### src/rtl/bf16_fma_issue.sv
// Command front-end for the bf16 FMA: buffers operand triples in a FIFO, issues one
// operation at a time, captures result/flags and returns them with the command tag.
module bf16_fma_issue #(
  parameter int DEPTH   = 4,
  parameter int TAG_W   = 4,
  parameter int FMA_LAT = 1
) (
  input  logic             clk,
  input  logic             reset,
  input  logic             cmd_valid,
  output logic             cmd_ready,
  input  logic [15:0]      cmd_a,
  input  logic [15:0]      cmd_b,
  input  logic [15:0]      cmd_c,
  input  logic [2:0]       cmd_op,
  input  logic [TAG_W-1:0] cmd_tag,
  output logic             fma_enable,
  output logic [15:0]      fma_operand_a,
  output logic [15:0]      fma_operand_b,
  output logic [15:0]      fma_operand_c,
  output logic [2:0]       fma_operation,
  input  logic [15:0]      fma_result,
  input  logic [3:0]       fma_fpcsr,
  output logic             rsp_valid,
  input  logic             rsp_ready,
  output logic [15:0]      rsp_result,
  output logic [3:0]       rsp_flags,
  output logic [TAG_W-1:0] rsp_tag,
  output logic [3:0]       fflags,
  input  logic             fflags_clr,
  output logic             busy
);

  localparam int AW = $clog2(DEPTH);
  localparam int PW = AW + 1;
  localparam int CW = $clog2(FMA_LAT + 1) + 1;

  typedef enum logic [1:0] {IDLE, ISSUE, WAIT, RESP} state_t;

  state_t           state_q;
  logic [15:0]      a_mem   [DEPTH];
  logic [15:0]      b_mem   [DEPTH];
  logic [15:0]      c_mem   [DEPTH];
  logic [2:0]       op_mem  [DEPTH];
  logic [TAG_W-1:0] tag_mem [DEPTH];
  logic [PW-1:0]    wr_ptr_q, rd_ptr_q;
  logic             empty, full, push, pop;
  logic [15:0]      head_a, head_b, head_c;
  logic [2:0]       head_op;
  logic [TAG_W-1:0] head_tag;
  logic             en_q, ill_q;
  logic [15:0]      opa_q, opb_q, opc_q;
  logic [2:0]       opn_q;
  logic [TAG_W-1:0] tag_q;
  logic [CW-1:0]    cnt_q;
  logic             rsp_valid_q;
  logic [15:0]      rsp_result_q;
  logic [3:0]       rsp_flags_q;
  logic [TAG_W-1:0] rsp_tag_q;
  logic [3:0]       fflags_q, fflags_d;

  // Extra pointer MSB tells full from empty when the index bits match.
  assign empty     = (wr_ptr_q == rd_ptr_q);
  assign full      = (wr_ptr_q[AW] != rd_ptr_q[AW]) &&
                     (wr_ptr_q[AW-1:0] == rd_ptr_q[AW-1:0]);
  assign cmd_ready = !full;
  assign push      = cmd_valid && !full;
  assign pop       = !empty && ((state_q == IDLE) ||
                                ((state_q == RESP) && rsp_ready));

  assign head_a   = a_mem[rd_ptr_q[AW-1:0]];
  assign head_b   = b_mem[rd_ptr_q[AW-1:0]];
  assign head_c   = c_mem[rd_ptr_q[AW-1:0]];
  assign head_op  = op_mem[rd_ptr_q[AW-1:0]];
  assign head_tag = tag_mem[rd_ptr_q[AW-1:0]];

  always_ff @(posedge clk) begin
    if (push) begin
      a_mem[wr_ptr_q[AW-1:0]]   <= cmd_a;
      b_mem[wr_ptr_q[AW-1:0]]   <= cmd_b;
      c_mem[wr_ptr_q[AW-1:0]]   <= cmd_c;
      op_mem[wr_ptr_q[AW-1:0]]  <= cmd_op;
      tag_mem[wr_ptr_q[AW-1:0]] <= cmd_tag;
    end
  end

  always_ff @(posedge clk) begin
    if (reset) begin
      wr_ptr_q <= '0;
      rd_ptr_q <= '0;
    end else begin
      if (push) wr_ptr_q <= wr_ptr_q + PW'(1);
      if (pop)  rd_ptr_q <= rd_ptr_q + PW'(1);
    end
  end

  always_ff @(posedge clk) begin
    if (reset) begin
      state_q      <= IDLE;
      en_q         <= 1'b0;
      ill_q        <= 1'b0;
      opa_q        <= '0;
      opb_q        <= '0;
      opc_q        <= '0;
      opn_q        <= '0;
      tag_q        <= '0;
      cnt_q        <= '0;
      rsp_valid_q  <= 1'b0;
      rsp_result_q <= '0;
      rsp_flags_q  <= '0;
      rsp_tag_q    <= '0;
    end else begin
      en_q <= 1'b0;
      // Illegal opcodes never reach the FMA, so its operand bus keeps the last real issue.
      if (pop) begin
        ill_q <= !head_op[2];
        tag_q <= head_tag;
        en_q  <= head_op[2];
        if (head_op[2]) begin
          opa_q <= head_a;
          opb_q <= head_b;
          opc_q <= head_c;
          opn_q <= head_op;
        end
      end
      case (state_q)
        IDLE: begin
          if (pop) state_q <= ISSUE;
        end
        ISSUE: begin
          if (ill_q) begin
            rsp_result_q <= 16'h7FC0;
            rsp_flags_q  <= 4'b1000;
            rsp_tag_q    <= tag_q;
            rsp_valid_q  <= 1'b1;
            state_q      <= RESP;
          end else begin
            cnt_q   <= CW'(1);
            state_q <= WAIT;
          end
        end
        WAIT: begin
          if (cnt_q == CW'(FMA_LAT)) begin
            rsp_result_q <= fma_result;
            rsp_flags_q  <= fma_fpcsr;
            rsp_tag_q    <= tag_q;
            rsp_valid_q  <= 1'b1;
            state_q      <= RESP;
          end else begin
            cnt_q <= cnt_q + CW'(1);
          end
        end
        RESP: begin
          if (rsp_ready) begin
            rsp_valid_q <= 1'b0;
            state_q     <= pop ? ISSUE : IDLE;
          end
        end
        default: state_q <= IDLE;
      endcase
    end
  end

  // Flags landing in the same cycle as a clear survive it.
  always_comb begin
    fflags_d = fflags_clr ? 4'b0000 : fflags_q;
    if (rsp_valid_q && rsp_ready) fflags_d = fflags_d | rsp_flags_q;
  end

  always_ff @(posedge clk) begin
    if (reset) fflags_q <= '0;
    else       fflags_q <= fflags_d;
  end

  assign fma_enable    = en_q;
  assign fma_operand_a = opa_q;
  assign fma_operand_b = opb_q;
  assign fma_operand_c = opc_q;
  assign fma_operation = opn_q;
  assign rsp_valid     = rsp_valid_q;
  assign rsp_result    = rsp_result_q;
  assign rsp_flags     = rsp_flags_q;
  assign rsp_tag       = rsp_tag_q;
  assign fflags        = fflags_q;
  assign busy          = (state_q != IDLE) || !empty;

endmodule

### config.mk
export PLATFORM = sky130hd
export DESIGN_NAME = bf16_fma_issue
export DESIGN_NICKNAME = d
export VERILOG_FILES = /design/src/rtl/bf16_fma_issue.sv
export SDC_FILE = /design/constraint.sdc
export NUM_CORES = 1
export LEC_CHECK = 0
export ABC_AREA = 1
export CAP_MARGIN = 20
export CORE_UTILIZATION = 35
export CTS_CLUSTER_DIAMETER = 40
export DETAILED_ROUTE_END_ITERATION = 6
export PLACE_DENSITY_LB_ADDON = 0.05
export SYNTH_ARGS = -nofsm -noshare
export SYNTH_HDL_FRONTEND = slang
export SYNTH_SLANG_ARGS = --single-unit
### constraint.sdc
create_clock -name clk -period 6.3 [get_ports clk]
set_input_delay 1.26 -clock clk [delete_from_list [all_inputs] [get_ports clk]]
set_output_delay 1.26 -clock clk [all_outputs]
set_load 0.005 [all_outputs]
Word level (Yosys, flattened, before mapping)
Memories as Yosys holds them, arrays and structs flattened. A register that Yosys moved wholly into a read port is not among the register bits.
Index checks and enable logic that the tools add are counted.
- eq/ne operators: 13
- bitwise gates (word level): 2
- reduce and logical (&&, ||, !) cells: 20
- multiplexer cells: 28
- add/subtract/negate cells: 3
- operators by type and width (kind ; number):
    16-bit 2-to-1 mux ; 2
    16-bit case mux with 2 select lines ; 1
    4-bit 2-to-1 mux ; 6
    4-bit case mux with 2 select lines ; 2
    2-bit 2-to-1 mux ; 7
    2-bit != test (second input constant) ; 6
    3-bit AND reduction ; 3
    2-bit case mux with 4 select lines ; 1
    1-bit 2-to-1 mux ; 7
    3-bit by 1-bit adder with 3-bit output (second input constant) ; 2
    1-bit logical AND ; 5
    2-bit by 1-bit equality test with 1-bit output (second input constant) ; 2
    2-bit equality test (second input constant) ; 2
    4-bit bitwise OR ; 1
    2-bit case mux with 2 select lines ; 1
    4-bit AND reduction ; 1
    2-bit nonzero test ; 2
    3-bit equality test ; 1
    1-bit zero test ; 3
    1-bit case mux with 3 select lines ; 1
    3-bit nonzero test ; 1
    2-bit by 1-bit adder with 2-bit output (second input constant) ; 1
    2-bit equality test ; 1
    2-bit zero test ; 1
    other kinds (5) ; 6
- register bits after elaboration: 44
- output and inout bits: 83
- input bits: 80
- memories kept: 5
- bits in writable memories: 220
- memories (memory ; words ; width ; rd ports ; clocked after Yosys merged registers in ; wr ports ; line ; RTL):
    a_mem ; 4 ; 16 ; 1 ; 1 ; 1 ; 41 ; logic [15:0] a_mem [DEPTH];
    b_mem ; 4 ; 16 ; 1 ; 1 ; 1 ; 42 ; logic [15:0] b_mem [DEPTH];
    c_mem ; 4 ; 16 ; 1 ; 1 ; 1 ; 43 ; logic [15:0] c_mem [DEPTH];
    tag_mem ; 4 ; 4 ; 1 ; 1 ; 1 ; 45 ; logic [TAG_W-1:0] tag_mem [DEPTH];
    op_mem ; 4 ; 3 ; 1 ; 1 ; 1 ; 44 ; logic [2:0] op_mem [DEPTH];

Logic depth before layout (Yosys ltp)
- word-level depth: 7
- gate-level depth with buffers: 11
- gate-level depth less buffers: 10

Worst setup path before layout
OpenSTA, ideal clock, no wires.
- path type: input to register
- start: input port cmd_valid
- end: memory a_mem[0][0] (enable)
- required time: 5.832 ns
- data arrival time: 3.697 ns
- buffers on the path: 0
- path slack: 2.135 ns
- stages: 2
- setup time: 0.468 ns
- cell sequence: nand2_1 > nor2_1
- word-level cells in the longest chain between the ends: 3
- RTL lines (element ; line ; RTL):
    from (decl) ; 10 ; input logic cmd_valid,
    1-bit logical AND ; 67 ; assign push = cmd_valid && !full;
    1-bit 2-to-1 mux ; 78 ; if (push) begin
    1-bit 2-to-1 mux (implied by the code) ; 79 ; a_mem[wr_ptr_q[AW-1:0]] <= cmd_a;
    to (decl) ; 41 ;
No other way between the ends.

Final worst setup path
- start: register rd_ptr_q[0]
- end: output port cmd_ready
- word-level cells in the longest chain between the ends: 3
- RTL lines (element ; line ; RTL):
    from (decl) ; 46 ; logic [PW-1:0] wr_ptr_q, rd_ptr_q;
    from (signal assigned) ; 93 ; if (pop) rd_ptr_q <= rd_ptr_q + PW'(1);
    2-bit equality test ; 65 ; (wr_ptr_q[AW-1:0] == rd_ptr_q[AW-1:0]);
    1-bit logical AND ; 64 ; assign full = (wr_ptr_q[AW] != rd_ptr_q[AW]) &&
    1-bit zero test ; 66 ; assign cmd_ready = !full;
    to (decl) ; 11 ; output logic cmd_ready,
No other way between the ends.

==> impl_metrics.yaml <==
outcome:
  outcome: "completed"
yosys:
  synthMuxAreaShare_pct: 0.166
  synth_compound_area_share_pct: 9.16
  ys_seq_area_share_pct: 71.3
  async_flop_share_pct: 0
  netlist_area_sq_um: 12000
  synth_ff_type: "edfxtp_1"
  syn_inst: 1023
  synthAdderAreaFrac_pct: 1.14
  synth_edf_count: 220
  yosys.area_share.simple_pct: 14.3
  synth_area_leaders: "edfxtp_1, dfxtp_1, nand2_1, o21ai_0, nor2_1"
  syn_avg_cell_area_sq_um: 11.8
  netlist.area_leader.share_pct: 54.9
  yosysMostFrequentCell: "edfxtp_1"
  synth_top_family_by_area: "simple AND/OR/NAND/NOR gates"
  synth.largest_area_cell: "edfxtp_1"
  synth_xor_area_share_pct: 0.146
  synth_common_cells: "edfxtp_1, nand2_1, nor2_1"
  synth-seq-cells: 318
  yosysUniqueCellTypes: 32
  ys_warn_count: 0
  synth_nets: 1114
clocking:
  cts_tree: "built"
  clock_latency_ns: 0.54
  path_clk_slew_ns: 0.06
  clock_path_buffers: 3
  post_cts_buffers: 0
  holdBufCountCts: 0
  cts-resized-gates: 0
  cts_made_buffers: 46
  cts_htree_levels: 2
  cts-root-buf: "clkbuf_16"
  clock_sinks: 318
power:
  power.density_nw_per_um2: 463
  switching_share_pct: 31.7
  ir_drop_uv: 221
  clkPwrFrac_pct: 36.7
  p_switching_uw: 2290
  internal_power_uw: 4930
  comb_power_share_pct: 25.4
  leakagePower_uw: 0.00561
  p_seq_share_pct: 37.9
floorplan:
  start_util_pct: 35.7
  core_area_sq_um: 33700
  die_h_microns: 187
  rows: 67
  dieArea_sq_um: 35100
  die_w_microns: 187
  io_pins: 163
place:
  gp_congestion: 0.738
  placed_cell_area_sq_um: 14000
  portBuffers: 162
  dpl.hpwl_microns: 15400
routing:
  first_iter_violations: 441
  drcViolationCount: 0
  wl_per_cell_microns: 16.8
  ant_nets: 0
  routed_wirelength_microns: 28000
  vias_per_cell: 4.74
  dr.pass1.iters: 4
  vias: 7914
hold_path:
  hold_path_class: "flop to flop"
global_route:
  grt_max_degree: 107
  track_usage_pct: 16.2
  gr-total-overflow: 0
  grt_pass1_vias: 7916
  grt_pass1_wl_microns: 44800
  antenna_found_initial: 0
timing:
  finalSetupViolations: 0
  fmax_ghz: 0.245
  rsz0062_at_grt: "no"
  relSlewSlack_pct: 27.9
  slew_viol_final: 0
  skew_ns: 0.0240
  finalCritPeriodShare_pct: 64.7
  tns_ns: 0
  tightestPinTransition_ns: 1.08
  fin_crit_ns: 4.07
  finalHoldViolCount: 0
worst_setup_path:
  critical_path_required_ns: 5.04
  worstSetupPathType: "flop to output pin"
  crit_path_start_kind: "flop"
  critPathCaptureType: "output pin"
  worstPathArrival_ns: 2.81
  cp_max_fo: 106
finish:
  drive_gt1_share_pct: 10.3
  synthToLayoutAreaGrowth_pct: 29.8
  finalNetCount: 1274
  final_area_sq_um: 15600
  n_antenna_cell: 0
flow_run:
  max_cap_viol_count: 0
critical path: stages, from the launching register on:
cell	delay (ns)
dfxtp_4	0.76
inv_6	0.43
nand2_2	0.16
nand2_2	0.09
nand4_1	0.20
clkdlybuf4s50_1	0.57
registers in the layout, summed over array words and instances, names as in the netlist, 12 cells and up, named ones only:
name	count
fma_operand_c	16
c_mem	64
fma_operand_b	16
a_mem	64
rsp_result	16
op_mem	12
fma_operand_a	16
tag_mem	16
b_mem	64
logic make-up (layout without fill, tap and decap cells):
kind of cell / count (synthesis) / in the layout
compound gates: 206 / 206
mux: 2 / 2
buf+inv: 88 / 285
fa+ha+maj: 11 / 11
xor+xnor: 2 / 2
flops: 318 / 318
simple gates: 396 / 396
cells in the final DEF, fill, tap and decap left out, types with 9 or more instances in the layout:
master,synthesis,final
ha_1,11,11
nand3_2,11,11
clkdlybuf4s50_1,0,162
a21oi_1,24,24
edfxtp_1,220,220
o22ai_1,54,54
dfxtp_1,98,96
nand2_1,171,171
nor2_1,147,143
inv_1,23,22
nand3_1,42,42
clkbuf_16,0,47
o21ai_0,126,126
nor3_1,11,11
inv_6,2,9
per-layer routing:
layer  wire [microns]  vias up  track usage [%]
li1                 -     3939                -
met1            13200     3732             21.8
met2            12800      194             26.2
met3             1390       49             3.19
met4              601        0             4.95
met5                0        -                0
area by class of cell:
type | count | area [sq um]
multi-input cells | 617 | 3030
fillers | 3097 | 18100
inverters | 29 | 128
repair buffers | 171 | 1700
clock buffers | 48 | 1180
clock inverters | 37 | 438
flip-flops and latches | 318 | 8570
well taps | 448 | 561
metrics by stage:
step | worst slack, ns | power [uW] | util (%) | hold WS [ns] | cells
after floorplan | 2.13 | 3920 | - | 0.442 | 1023
after global placement | 2.41 | 4650 | 41.4 | 0.447 | 1582
after detailed placement | 2.37 | 4650 | 41.4 | 0.451 | 1582
after CTS | 2.20 | 7330 | 46.3 | 0.459 | 1667
after global routing | 2.04 | 7660 | 46.3 | 0.481 | 1668
final | 2.23 | 7220 | 46.3 | 0.456 | 1668
path summary, 6_finish.rpt:
kind	startpoint	endpoint	slack, ns	cells past startpoint
worst min register to register	fma_operand_b[0]$_SDFFE_PP0P_	fma_operand_b[0]$_SDFFE_PP0P_	0.46	2
worst min-delay path	fma_operand_b[0]$_SDFFE_PP0P_	fma_operand_b[0]$_SDFFE_PP0P_	0.46	2
worst max register to register	rd_ptr_q[0]$_SDFFE_PP0P_	c_mem[1][10]$_DFFE_PP_	2.50	7
worst max-delay path	rd_ptr_q[0]$_SDFFE_PP0P_	cmd_ready	2.23	5
power by group through the flow:
stage | clock network [uW] | registers [uW] | logic [uW]
after floorplan | 0 | 2710 | 1210
after global placement | 0 | 2780 | 1870
after detailed placement | 0 | 2790 | 1870
after CTS | 2710 | 2740 | 1880
after global routing | 2810 | 2780 | 2070
final | 2650 | 2740 | 1830
Note: power is estimated with default switching activity, not from simulation.
